`config.mk`:
```
export PLATFORM = sky130hd
export DESIGN_NAME = rr_priority_arbiter
export DESIGN_NICKNAME = d
export VERILOG_FILES = /design/src/rtl/rr_priority_arbiter.sv
export SDC_FILE = /design/constraint.sdc
export NUM_CORES = 1
export LEC_CHECK = 0
export BUFFER_PORTS_ARGS = -buffer_cell sky130_fd_sc_hd__buf_2
export CAP_MARGIN = 20
export CORE_MARGIN = 2
export CORE_UTILIZATION = 33
export DETAILED_ROUTE_END_ITERATION = 10
export PLACE_DENSITY_LB_ADDON = 0.2
export REMOVE_ABC_BUFFERS = 1
export SYNTH_ARGS = -nofsm -noshare
export SYNTH_HDL_FRONTEND = slang
export SYNTH_SLANG_ARGS = --single-unit
```
`constraint.sdc`:
```
create_clock -name clk -period 27.1 [get_ports clk]
set_input_delay 1.355 -clock clk [delete_from_list [all_inputs] [get_ports clk]]
set_output_delay 1.355 -clock clk [all_outputs]
set_load 0.005 [all_outputs]
```
`src/rtl/rr_priority_arbiter.sv`:
```
// rr_priority_arbiter
//   Registered N-input arbiter. It encodes the request vector into a binary
//   grant index and a one-hot grant, and presents the result under a
//   valid/ready handshake. It has two modes: fixed priority, where the highest
//   index wins, and round-robin, which rotates from a pointer.
//
// Ports
//   clk        in   rising-edge clock
//   rst_n      in   asynchronous active-low reset
//   mode       in   0 = fixed priority (highest index), 1 = round-robin
//   req        in   [N-1:0] request vector, bit i = source i requesting
//   gnt_ready  in   downstream accepts the presented grant
//   gnt_valid  out  a grant is presented
//   gnt_idx    out  [W-1:0] binary index of the granted source
//   gnt_onehot out  [N-1:0] one-hot form of gnt_idx, zero when not valid
//
// States
//   IDLE  | no grant presented, waiting for any request
//   GRANT | grant presented and held until the handshake

module rr_priority_arbiter #(
  parameter  int N = 8,
  localparam int W = (N > 1) ? $clog2(N) : 1
) (
  input  logic         clk,
  input  logic         rst_n,
  input  logic         mode,
  input  logic [N-1:0] req,
  input  logic         gnt_ready,
  output logic         gnt_valid,
  output logic [W-1:0] gnt_idx,
  output logic [N-1:0] gnt_onehot
);

  typedef enum logic {
    IDLE  = 1'b0,
    GRANT = 1'b1
  } state_t;

  state_t       state_q, state_d;
  logic [W-1:0] idx_q, idx_d;
  logic [W-1:0] ptr_q, ptr_d;
  logic [N-1:0] onehot_q, onehot_d;

  logic         req_any;
  logic         handshake;
  logic [W-1:0] ptr_adv;
  logic [W-1:0] rr_base;
  logic [W-1:0] fixed_win;
  logic [W-1:0] rr_win;
  logic [W-1:0] winner;
  logic [N-1:0] winner_onehot;

  // An X on req reduces to X here. The IDLE branch below then does not take
  // the grant path, so X requests cannot raise gnt_valid.
  assign req_any   = |req;
  assign handshake = (state_q == GRANT) && gnt_ready;

  // The pointer moves past the source that is being accepted. The wrap uses
  // an explicit compare so that non-power-of-two N stays inside 0..N-1.
  always_comb begin
    ptr_adv = '0;
    if (idx_q != W'(N - 1)) begin
      ptr_adv = idx_q + W'(1);
    end
  end

  // A back-to-back round-robin decision searches from the pointer that this
  // same handshake is about to write.
  assign rr_base = (handshake && mode) ? ptr_adv : ptr_q;

  always_comb begin
    fixed_win = '0;
    for (int i = 0; i < N; i++) begin
      if (req[i]) begin
        fixed_win = W'(i);
      end
    end
  end

  // Round-robin: the winner is the set bit at the smallest circular distance
  // above rr_base. Every req bit is compared with a constant index. This
  // avoids a variable-position select.
  always_comb begin
    int d;
    int best_d;
    rr_win = '0;
    best_d = N;
    d      = 0;
    for (int i = 0; i < N; i++) begin
      if (req[i]) begin
        if (i >= int'(rr_base)) begin
          d = i - int'(rr_base);
        end else begin
          d = i + N - int'(rr_base);
        end
        if (d < best_d) begin
          best_d = d;
          rr_win = W'(i);
        end
      end
    end
  end

  assign winner = mode ? rr_win : fixed_win;

  always_comb begin
    winner_onehot = '0;
    for (int i = 0; i < N; i++) begin
      winner_onehot[i] = (winner == W'(i));
    end
  end

  always_comb begin
    state_d  = state_q;
    idx_d    = idx_q;
    onehot_d = onehot_q;
    ptr_d    = ptr_q;
    case (state_q)
      IDLE: begin
        if (req_any) begin
          state_d  = GRANT;
          idx_d    = winner;
          onehot_d = winner_onehot;
        end
      end
      GRANT: begin
        // Without gnt_ready the presented grant stays frozen. It is held
        // through request drops, new higher-priority requests and mode
        // changes.
        if (gnt_ready) begin
          if (mode) begin
            ptr_d = ptr_adv;
          end
          if (req_any) begin
            idx_d    = winner;
            onehot_d = winner_onehot;
          end else begin
            state_d  = IDLE;
            onehot_d = '0;
          end
        end
      end
      default: begin
        state_d  = IDLE;
        onehot_d = '0;
      end
    endcase
  end

  always_ff @(posedge clk or negedge rst_n) begin
    if (!rst_n) begin
      state_q  <= IDLE;
      idx_q    <= '0;
      onehot_q <= '0;
      ptr_q    <= '0;
    end else begin
      state_q  <= state_d;
      idx_q    <= idx_d;
      onehot_q <= onehot_d;
      ptr_q    <= ptr_d;
    end
  end

  assign gnt_valid  = (state_q == GRANT);
  assign gnt_idx    = idx_q;
  assign gnt_onehot = onehot_q;

endmodule

```
### After elaboration in Yosys (flattened, before gate mapping)

Cells that the tools add are included.

| storage, ports and cells | value |
|---|---|
| register bits after elaboration | 15 |
| input port bits | 12 |
| output and inout bits | 12 |
| logic and storage cells | 115 |

| operators by class | value |
|---|---|
| add/sub/neg operators | 16 |
| $lt $le $gt $ge | 15 |
| eq/ne operators | 10 |
| muxes and demuxes | 63 |
| bitwise gates (word level) | 1 |
| reduce and logical (&&, ||, !) cells | 6 |

Operator list:

| operator | number |
|---|---|
| $mux 32 | 29 |
| $lt 32x32->1 | 7 |
| $mux 3 | 21 |
| $sub 4x3->5 const A | 7 |
| $lt 32x5->1 const B | 1 |
| $mux 8 | 3 |
| $pmux 8 s2 | 1 |
| $sub 3x3->4 const A | 4 |
| $eq 3x3->1 const B | 4 |
| $ge 3x3->1 const A | 3 |
| $reduce_or 8->1 | 1 |
| $sub 1x3->4 const A | 2 |
| $sub 2x3->4 const A | 2 |
| $eq 3x2->1 const B | 2 |
| $ge 1x3->1 const A | 2 |
| $ge 2x3->1 const A | 2 |
| $pmux 3 s2 | 1 |
| $mux 1 | 5 |
| $mux 2 | 2 |
| $ne 2x2->1 const B | 2 |
| $add 3x1->3 const B | 1 |
| $eq 3x1->1 const B | 1 |
| $logic_not 3->1 | 1 |
| $ne 3x3->1 const B | 1 |
| other kinds (5) | 6 |

### Depth between registers and ports, before layout

Gate-level depths: netlist (run 1).

| logic depth | value |
|---|---|
| depth in word-level cells | 35 |
| gate-level depth with buffers | 62 |
| depth with buffers taken out | 61 |

### Worst setup path after synthesis (run 1)

No wires, ideal clock.

| path | value |
|---|---|
| kind | input port to flip-flop |
| start point | input gnt_ready |
| end point | register onehot_q[4] (netlist: gnt_onehot[4]) |
| data arrival time | 13377 ps |
| setup slack | 13627 ps |
| cell stages on the path | 51 |
| buffers on the path | 0 |
| cells stage by stage | nand3_4 mux2i_1 ha_1 nand2_1 ha_1 and2_1 ha_1 a211o_1 o21ai_0 o211ai_2 mux2_2 ha_1 nor4b_2 nand3b_1 o311ai_1 mux2_2 ha_1 nor2_1 [... 15 more ...] a41o_1 a21boi_1 mux2_2 ha_1 a21oi_1 o211a_1 o21ai_0 nor2_1 a32o_1 nor2_1 mux2_2 ha_1 or3_1 nor2_1 a311oi_2 a41o_1 a311o_1 o31ai_1 |

| between the ends | value |
|---|---|
| word-level cells in the longest chain between the ends | 35 |
| elaborated cells between the ends (all ways) | 84 |
| those cells by class | add/sub: 15; order compare: 15; eq/ne: 2; mux: 49; reduce/logical: 3 |

Ends and longest elaborated chain:

| element | RTL line | RTL |
|---|---|---|
| start: declaration | 29 | `input logic gnt_ready,` |
| $logic_and 1x1->1 | 57 | `assign handshake = (state_q == GRANT) && gnt_ready;` |
| $logic_and 1x1->1 | 70 | `assign rr_base = (handshake && mode) ? ptr_adv : ptr_q;` |
| $mux 3 | 70 |  |
| $sub 4x3->5 (tied with other cells) | 95 | `d = i + N - int'(rr_base);` |
| $mux 32 | 92 | `if (i >= int'(rr_base)) begin` |
| $mux 32 | 91 | `if (req[i]) begin` |
| $lt 32x5->1 | 97 | `if (d < best_d) begin` |
| $mux 32 | 97 |  |
| [... 19 more ...] | -- |  |
| $lt 32x32->1 | 97 |  |
| $mux 3 | 97 |  |
| $mux 3 | 91 |  |
| $mux 3 | 105 | `assign winner = mode ? rr_win : fixed_win;` |
| $eq 3x3->1 | 110 | `winner_onehot[i] = (winner == W'(i));` |
| $mux 8 | 135 | `if (req_any) begin` |
| $mux 8 | 131 | `if (gnt_ready) begin` |
| $pmux 8 s2 | 119 | `case (state_q)` |
| end signal: assignment | 160 | `onehot_q <= onehot_d;` |
| end: declaration | 43 | `logic [N-1:0] onehot_q, onehot_d;` |

Several ways; a longest one is shown, not always the timed one. The select of a mux whose other input is x is not followed.
A chain may end at the register's enable or synchronous reset.

### Final worst setup path (run 1)

| path | value |
|---|---|
| start point | input mode |
| end point | register onehot_q[5] (netlist: gnt_onehot[5]) |

| between the ends | value |
|---|---|
| word-level cells in the longest chain between the ends | 34 |
| elaborated cells between the ends (all ways) | 81 |
| those cells by class | add/sub: 15; order compare: 15; eq/ne: 1; mux: 49; reduce/logical: 1 |

Ends and longest elaborated chain:

| element | RTL line | RTL |
|---|---|---|
| start: declaration | 27 | `input logic mode,` |
| $logic_and 1x1->1 | 70 |  |
| $mux 3 | 70 |  |
| $sub 4x3->5 (tied with other cells) | 95 |  |
| $mux 32 | 92 |  |
| $mux 32 | 91 |  |
| $lt 32x5->1 | 97 |  |
| $mux 32 | 97 |  |
| $mux 32 | 91 |  |
| [... 18 more ...] | -- |  |
| $lt 32x32->1 | 97 |  |
| $mux 3 | 97 |  |
| $mux 3 | 91 |  |
| $mux 3 * | 105 |  |
| $eq 3x3->1 * | 110 |  |
| $mux 8 | 135 |  |
| $mux 8 | 131 |  |
| $pmux 8 s2 * | 119 |  |

Mark *: on every way between the ends. The rest lies on a longest branch, timed or not. The select of a mux whose other input is x is not followed.

==> results.md, run 1 <==
| Result | Reported | Unit |
|---|---|---|
| Post-synth top area cell | ha_1 | - |
| Routability Congestion | 0.9063 | - |
| Post-CTS Resized | 0 | - |
| Most common flop cell mapped by yosys | dfrtp_1 | - |
| Buffer count from post-CTS setup fixing | 0 | - |
| Root cell of the clock tree | clkbuf_8 | - |
| Depth of the CTS H-tree | 1 | - |
| Result of the run | completed | - |
| Crit. End Element | flip-flop | - |
| Remaining DRCs | 0 | - |
| Number of antenna violations at the first check in global routing | 0 | - |
| Startpoint kind of the worst setup timing path | primary input | - |
| Post-Syn Area | 0.002635 | mm2 |
| Max-cap violations | 0 | - |
| Tightest Pin Transition | 956.1 | ps |
| Clock latency reported for the late side of the worst-skew pair | 240 | ps |
| Post-route minimum period | 15050 | ps |
| Sinks on the clock net | 15 | - |
| Path category of the worst min-delay check | reg2reg | - |
| Number of warning messages in the yosys log | 0 | - |
| Number of buffers inserted for hold repair after clock tree synthesis | 0 | - |
| Critical Path Sink | gnt_onehot[5] | - |
| Worst-case reg-to-reg path depth | 53 | - |
| Start of the worst register-to-register path | gnt_idx[0] | - |
| Top routing layer in use | met4 | - |
| Worst-path clk slew | 60 | ps |
| Share of synthesized flip-flops with an asynchronous set or reset | 100.0 | % |
| Final ANT Viol Nets | 0 | - |
| Global-route wire length before repair | 11.47 | mm |
| Synthesized instance count | 319 | - |
| Via count | 2447 | - |
| RSZ-0062 raised after global routing | no | - |
| Total of flip-flops plus latches after synthesis | 15 | - |
| Area Growth Syn to Fin | 10.73 | % |
| CP max-delay cell | mux2i_1 | - |
| Final #Nets | 407 | - |
| Met1 WL | 3.466 | mm |
| Crit share post-route | 55.54 | % |
| Drt first-iter violations | 75 | - |
| Most prevalent standard cell on the critical path | ha_1 | - |
| Rel. slew slack | 35.59 | % |
| Longest Clk Path Bufs | 2 | - |
| Standard cell core area | 0.007727 | mm2 |
| Sequential fraction of the synthesis area | 14.25 | % |
| Routed wire length on met2 | 3.215 | mm |
| Worst Path Class, Setup | in2reg | - |
| Post-Route Skew | 3.297 | ps |
| Critical Path RT | 27250 | ps |
| Arrival time at the worst endpoint | 15200 | ps |
| Register-to-Register Setup Slack | 12790 | ps |
| Capture point of the worst reg-to-reg path | gnt_onehot[5] | - |
| Total routing usage reported by global routing | 16.13 | % |
| Achievable Freq | 66.44 | MHz |
| Vias in the first global route | 2350 | - |
| Share of post-route cells with drive strength above 1 | 16.52 | % |
| Main area contributors after synthesis | ha_1 (23%), dfrtp_1 (14%), inv_1 (4.7%) | - |
| Average cell area after synthesis | 8.260 | um2 |
| Synth cell types | 69 | - |
| Site row count | 32 | - |
| I/O pin count | 24 | - |
| Final hold slack | 471.4 | ps |
| Total Neg Setup Slack | 0 | ps |
| Total Routed Length | 6.858 | mm |
| Critical path startpoint | mode | - |
| Number of setup violations in the final report | 0 | - |
| Per-cell routed wire length | 15.34 | um |
| Number of endpoints with negative hold slack in the final report | 0 | - |
| Pin count of the biggest net entering global routing | 16 | - |
| Count of flip-flops with a built-in enable after synthesis | 0 | - |
| Number of detailed-route iterations in the first pass | 4 | - |
| Die span in x | 93.36 | um |
| Detail-routed via count per cell | 5.474 | - |
| Met3 routed WL | 134 | um |
| Inserted Clock Buffers | 3 | - |
| HPWL Detailed | 5.779 | mm |
| Area share of the largest cell type after synthesis | 23.27 | % |
| Diode insertion count for antenna repair | 0 | - |
| IO buf count | 23 | - |
| TritonCTS clock tree | done | - |
| Crit-path max cell delay | 670 | ps |
| Effective utilization at floorplan | 34.10 | % |
| Die span in y | 93.36 | um |
| Total congestion overflow after global routing | 0 | - |
| Die ar. | 0.008716 | mm2 |
| Crit Path Max Fanout | 9 | - |
| Max Transition Viols Final | 0 | - |
==> worst max-delay path, delay by kind of cell <==
kind / cells / cell delay [ps]
and+or+nand+nor: 15 / 3120
buffers and inverters: 2 / 230
AOI/OAI and AO/OA: 20 / 5170
muxes: 7 / 3000
adders and majority gates: 10 / 2310
==> cells in the final DEF, fill, tap and decap left out, types with 3 or more instances in the layout <==
master    synthesis  final
o31a_1            3      3
o221ai_1          3      3
nor3_1            4      4
o21a_1            5      5
o21ai_0          14     14
inv_1            33     33
mux2i_1           8      8
xnor2_1           4      4
o31ai_1           6      6
o41ai_1           4      4
a211oi_1          3      3
and2_1            5      5
nand2_1          32     32
dfrtp_1          15     15
a21o_1            4      4
nor2_1           23     23
nand3_1           9      9
conb_1            2      4
buf_2             1     23
clkbuf_8          0      3
a31oi_1           5      5
ha_1             49     49
nand3b_1          3      3
a21oi_1          10     10
mux2_2           10     10
nand2b_1          5      5
o211ai_2          3      3
==> layer usage <==
metal / vias to the layer above / track usage, %
met5: - / 0
li1: 1241 / -
met4: 0 / 1.593
met1: 1163 / 23.61
met3: 4 / 0.5641
met2: 39 / 27.28
==> layout make-up <==
cell class                 instances  area [um2]
multi-input combinational        268        2120
fill                             828        4810
timing repair buffer              24       122.6
clock buffer                       4       45.04
tap                              102       127.6
sequential                        15       375.4
inverter                          34       127.6
==> registers in the layout, indices dropped and copies added (netlist names) <==
register,cells
gnt_valid,1
ptr_q,3
gnt_onehot,8
gnt_idx,3
==> through the flow <==
stage / utilization (%) / instance area (um2) / std cells / setup slack [ps]
3_3_place_gp: 37.18 / 2873 / 443 / 11830
6_report: 37.76 / 2918 / 447 / 12050
3_5_place_dp: 37.18 / 2873 / 443 / 11820
5_1_grt: 37.76 / 2918 / 447 / 10720
4_1_cts: 37.76 / 2918 / 447 / 12040
2_1_floorplan: - / 2623 / 317 / 13630
==> worst min-delay path by stage <==
stage,start,endpoint,slack (ps),cells after the start
2_1_floorplan,gnt_onehot[0],gnt_onehot[0],470,2
3_3_place_gp,gnt_onehot[1],gnt_onehot[1],460,2
3_5_place_dp,gnt_onehot[7],gnt_onehot[7],460,2
4_1_cts,gnt_onehot[7],gnt_onehot[7],480,2
5_1_grt,gnt_onehot[3],gnt_onehot[3],500,2
6_report,gnt_onehot[7],gnt_onehot[7],470,2
==> Yosys cell counts (6+ instances only) <==
library cell,instances
a21oi_1,10
dfrtp_1,15
ha_1,49
inv_1,33
mux2_2,10
mux2i_1,8
nand2_1,32
nand3_1,9
nor2_1,23
o21ai_0,14
o31ai_1,6
==> kinds of logic (layout without fill, tap and decap cells) <==
kind of cell / count (synthesis) / after routing / synth area share (%)
AOI/OAI and AO/OA: 92 / 92 / 28.02
buffers and inverters: 38 / 62 / 5.603
DFF: 15 / 15 / 14.25
xor gates and xnor gates: 4 / 4 / 1.329
adders and majority gates: 49 / 49 / 23.27
other: 2 / 4 / 0.2850
and+or+nand+nor: 100 / 100 / 19.37
muxes: 19 / 19 / 7.882
Power of run 1 is left out: the tool's default activity adds up to more than one toggle a clock period on the data nets, which glitch-free logic cannot reach.
==> run 2: changes to the inputs <==
clock period = 15.7 ns   (was 27.1 ns; I/O delays follow)
==> results.md, run 2 (synthesis gave the netlist of run 1 again) <==
| Result | Reported | Unit |
|---|---|---|
| Result of the run | completed | - |
| Via count | 2447 | - |
| Worst-path clk slew | 60 | ps |
| Remaining DRCs | 0 | - |
| Area Growth Syn to Fin | 11.06 | % |
| Number of antenna violations at the first check in global routing | 0 | - |
| Crit Path Max Fanout | 12 | - |
| Site row count | 32 | - |
| Vias in the first global route | 2399 | - |
| Max Transition Viols Final | 0 | - |
| Total congestion overflow after global routing | 0 | - |
| Crit share post-route | 92.68 | % |
| Number of buffers inserted for hold repair after clock tree synthesis | 0 | - |
| Number of flip-flops under the largest register name | 8 | - |
| Drt first-iter violations | 108 | - |
| Buffer count from post-CTS setup fixing | 0 | - |
| Diode insertion count for antenna repair | 0 | - |
| Routability Congestion | 0.8690 | - |
| Number of endpoints with negative hold slack in the final report | 0 | - |
| Final ANT Viol Nets | 0 | - |
| Depth of the CTS H-tree | 1 | - |
| Die ar. | 0.008716 | mm2 |
| Number of setup violations in the final report | 0 | - |
| Total Neg Setup Slack | 0 | ps |
| Total routing usage reported by global routing | 16.41 | % |
| HPWL Detailed | 5.801 | mm |
| Effective utilization at floorplan | 34.10 | % |
| I/O pin count | 24 | - |
| IO buf count | 23 | - |
| Rel. slew slack | 32.13 | % |
| Most frequent standard cell in the layout excluding fill and tap cells | ha_1 | - |
| Post-Route Skew | 3.421 | ps |
| Pin count of the biggest net entering global routing | 16 | - |
| Clock latency reported for the late side of the worst-skew pair | 240 | ps |
| Crit. End Element | flip-flop | - |
| Standard cell core area | 0.007727 | mm2 |
| Startpoint kind of the worst setup timing path | primary input | - |
| Critical Path RT | 15850 | ps |
| Path category of the worst min-delay check | in2async | - |
| Die span in y | 93.36 | um |
| Top library cells by usage in the layout, fill and taps aside | ha_1 (49), inv_1 (33), nand2_1 (32) | - |
| Crit-path max cell delay | 480 | ps |
| Longest Clk Path Bufs | 2 | - |
| Per-cell routed wire length | 15.45 | um |
| Sinks on the clock net | 15 | - |
| Worst Path Class, Setup | in2reg | - |
| Final #Nets | 408 | - |
| Most prevalent standard cell on the critical path | ha_1 | - |
| Total Routed Length | 6.922 | mm |
| Post-CTS Resized | 0 | - |
| CP max-delay cell | o311ai_1 | - |
| Max-cap violations | 0 | - |
| Die span in x | 93.36 | um |
| Post-route minimum period | 14550 | ps |
| Inserted Clock Buffers | 3 | - |
| Achievable Freq | 68.72 | MHz |
| Share of post-route cells with drive strength above 1 | 17.05 | % |
| Number of detailed-route iterations in the first pass | 4 | - |
| TritonCTS clock tree | done | - |
| RSZ-0062 raised after global routing | no | - |
| Tightest Pin Transition | 1007 | ps |
| Global-route wire length before repair | 11.64 | mm |
| Arrival time at the worst endpoint | 14700 | ps |
| Detail-routed via count per cell | 5.462 | - |
| Root cell of the clock tree | clkbuf_8 | - |
-- run 2: cell types whose count changed in the layout (fill, tap and decap cells not counted), sizes merged --
cell | before | now
clkbuf | 4 | 3
clkinv | 0 | 1
buf | 24 | 25
-- run 2: final cells by class --
type | instances | area [um2]
fill | 817 | 4801
inverter | 34 | 127.6
timing repair buffer | 25 | 130.1
tap | 102 | 127.6
sequential | 15 | 375.4
clock inverter | 1 | 5.005
clock buffer | 3 | 41.29
multi-input combinational | 268 | 2120
-- run 2: metrics by stage --
| step | hold slack (ps) | instances | util (%) | area (um2) | setup WS, ps |
|---|---|---|---|---|---|
| 2_1_floorplan | 467.3 | 317 | - | 2623 | 2797 |
| 3_3_place_gp | 463.8 | 444 | 37.27 | 2880 | 1159 |
| 3_5_place_dp | 467.8 | 444 | 37.27 | 2880 | 798.4 |
| 4_1_cts | 447.9 | 448 | 37.87 | 2927 | 1041 |
| 5_1_grt | 451.6 | 448 | 37.87 | 2927 | 141.0 |
| 6_report | 440.3 | 448 | 37.87 | 2927 | 1149 |
-- run 2: layer usage --
metal  vias to the layer above  global-route usage (%)  part of all wire, %
li1                       1239                       -                    -
met1                      1153                   23.17                   49
met2                        47                   28.06                   47
met3                         8                  0.7252                  2.0
met4                         0                   2.819                  1.4
met5                         -                       0                    0
-- run 2: path summary, 6_finish.rpt --
check | from | end | slack, ps | cells past startpoint
setup reg to reg | gnt_idx[0] | gnt_onehot[4] | 1270 | 56
min in group clk | gnt_onehot[7] | gnt_onehot[7] | 470 | 2
setup / recovery | mode | gnt_onehot[4] | 1150 | 55
hold / removal | rst_n | gnt_onehot[7] | 440 | 1
max in group asynchronous | rst_n | ptr_q[2] | 15010 | 1
hold reg to reg | gnt_onehot[7] | gnt_onehot[7] | 470 | 2
-- run 2: critical path, delay by kind of cell --
kind	cells	cell delay, ps
AOI/OAI and AO/OA	20	5250
muxes	7	2770
and+or+nand+nor	15	3170
buffers and inverters	3	470
adders and majority gates	10	2250
Power of run 2 is left out for the same reason.
==> run 3: changes to the inputs <==
CORE_MARGIN = 3   (was 2)
==> results.md, run 3 (synthesis gave the netlist of run 1 again) <==
| Result | Reported | Unit |
|---|---|---|
| Share of post-route cells with drive strength above 1 | 17.05 | % |
| TritonCTS clock tree | done | - |
| Sinks on the clock net | 15 | - |
| Die span in x | 95.36 | um |
| Footprint of the multi-input gates | 0.002120 | mm2 |
| Achievable Freq | 68.78 | MHz |
| Number of buffers inserted for hold repair after clock tree synthesis | 0 | - |
| Most prevalent standard cell on the critical path | ha_1 | - |
| CP max-delay cell | o311ai_1 | - |
| Area taken by flip-flops and latches | 375.4 | um2 |
| Detail-routed via count per cell | 5.542 | - |
| Area Growth Syn to Fin | 10.92 | % |
| Remaining DRCs | 0 | - |
| Startpoint kind of the worst setup timing path | primary input | - |
| Kind of cell adding the most delay to the critical path | compound AO/OA/AOI/OAI gates | - |
| RSZ-0062 raised after global routing | no | - |
| Number of setup violations in the final report | 0 | - |
| Total congestion overflow after global routing | 0 | - |
| Die span in y | 95.36 | um |
| Depth of the CTS H-tree | 1 | - |
| Worst-path clk slew | 60 | ps |
| Most frequent standard cell in the layout excluding fill and tap cells | ha_1 | - |
| Root cell of the clock tree | clkbuf_8 | - |
| Die ar. | 0.009094 | mm2 |
| Total Routed Length | 7.037 | mm |
| Buffer count from post-CTS setup fixing | 0 | - |
| Crit. End Element | flip-flop | - |
| Effective utilization at floorplan | 35.20 | % |
| Register-to-Register Setup Slack | 1240 | ps |
| Number of flip-flops under the largest register name | 8 | - |
| I/O pin count | 24 | - |
| Longest Clk Path Bufs | 2 | - |
| Rel. slew slack | 33.93 | % |
| Total routing usage reported by global routing | 16.15 | % |
| Number of detailed-route iterations in the first pass | 4 | - |
| Top library cells by usage in the layout, fill and taps aside | ha_1 (49), inv_1 (33), nand2_1 (32) | - |
| IO buf count | 23 | - |
| Post-route minimum period | 14540 | ps |
| Crit Path Max Fanout | 12 | - |
| Number of endpoints with negative hold slack in the final report | 0 | - |
| Max Transition Viols Final | 0 | - |
| Post-Route Skew | 1.604 | ps |
| Path category of the worst min-delay check | in2async | - |
| Routability Congestion | 0.8945 | - |
| Crit-path max cell delay | 480 | ps |
| Standard cell core area | 0.007486 | mm2 |
| HPWL Detailed | 5.828 | mm |
| Clock latency reported for the late side of the worst-skew pair | 240 | ps |
| Start of the worst register-to-register path | gnt_idx[0] | - |
| Capture point of the worst reg-to-reg path | gnt_onehot[7] | - |
| Result of the run | completed | - |
| Via count | 2466 | - |
| Worst-case reg-to-reg path depth | 56 | - |
| Global-route wire length before repair | 11.77 | mm |
| FILL cells | 769 | - |
| Number of antenna violations at the first check in global routing | 0 | - |
| Tightest Pin Transition | 980.7 | ps |
| Final ANT Viol Nets | 0 | - |
| Per-cell routed wire length | 15.81 | um |
| Crit share post-route | 92.61 | % |
| Post-CTS Resized | 0 | - |
| Total Neg Setup Slack | 0 | ps |
| Diode insertion count for antenna repair | 0 | - |
| Vias in the first global route | 2351 | - |
| Final #Nets | 408 | - |
| Inserted Clock Buffers | 3 | - |
| Worst Path Class, Setup | in2reg | - |
| Site row count | 31 | - |
| WP buf/inv | 3 | - |
| Pin count of the biggest net entering global routing | 16 | - |
| Critical Path RT | 15840 | ps |
| Arrival time at the worst endpoint | 14680 | ps |
| Max-cap violations | 0 | - |
| Drt first-iter violations | 86 | - |
-- run 3: cell type report --
type	instances	area share, %
Sequential cell	15	12.84
Timing Repair Buffer	25	4.452
Clock inverter	1	0.1712
Clock buffer	3	1.413
Multi-Input combinational cell	268	72.52
Inverter	34	4.366
Tap cell	99	4.238
-- run 3: worst register-to-register path, delay by kind of cell (launching register included) --
family                   cells  cell delay [ps]
AO/OA/AOI/OAI               20             5250
AND/OR/NAND/NOR             15             3030
multiplexers                 7             2720
adder cells (fa/ha/maj)     12             2590
flip-flops                   1              450
buffers and inverters        2              280
-- run 3: per-layer routing --
layer  part of all wire (%)  routed length, um  up-vias  global-route usage [%]
li1                       -                  -     1239                       -
met2                     48               3359       49                   26.94
met1                     49               3442     1174                   23.44
met5                      0                  0        -                       0
met3                    2.8                194        4                  0.5525
met4                   0.57                 40        0                   2.524
-- run 3: per-stage QoR --
stage,hold WS (ps),setup WS (ps),area (um2),util (%),std cells
after global routing,461.2,214.5,2923,39.04,445
after global placement,470.4,1154,2877,38.43,441
after floorplan,467.3,2797,2623,-,317
final,436.4,1160,2923,39.04,445
after detailed placement,464.8,1001,2877,38.43,441
after CTS,444.9,1242,2923,39.04,445
-- run 3: worst max path at each step --
stage | slack (ps) | from | cells past startpoint | endpoint
4_1_cts | 1240 | mode | 55 | gnt_onehot[7]
5_1_grt | 210 | mode | 55 | gnt_onehot[5]
3_5_place_dp | 1000 | mode | 55 | gnt_onehot[7]
6_report | 1160 | mode | 55 | gnt_onehot[7]
3_3_place_gp | 1150 | mode | 55 | gnt_onehot[4]
2_1_floorplan | 2800 | gnt_ready | 51 | gnt_onehot[5]
Power of run 3 is left out for the same reason.
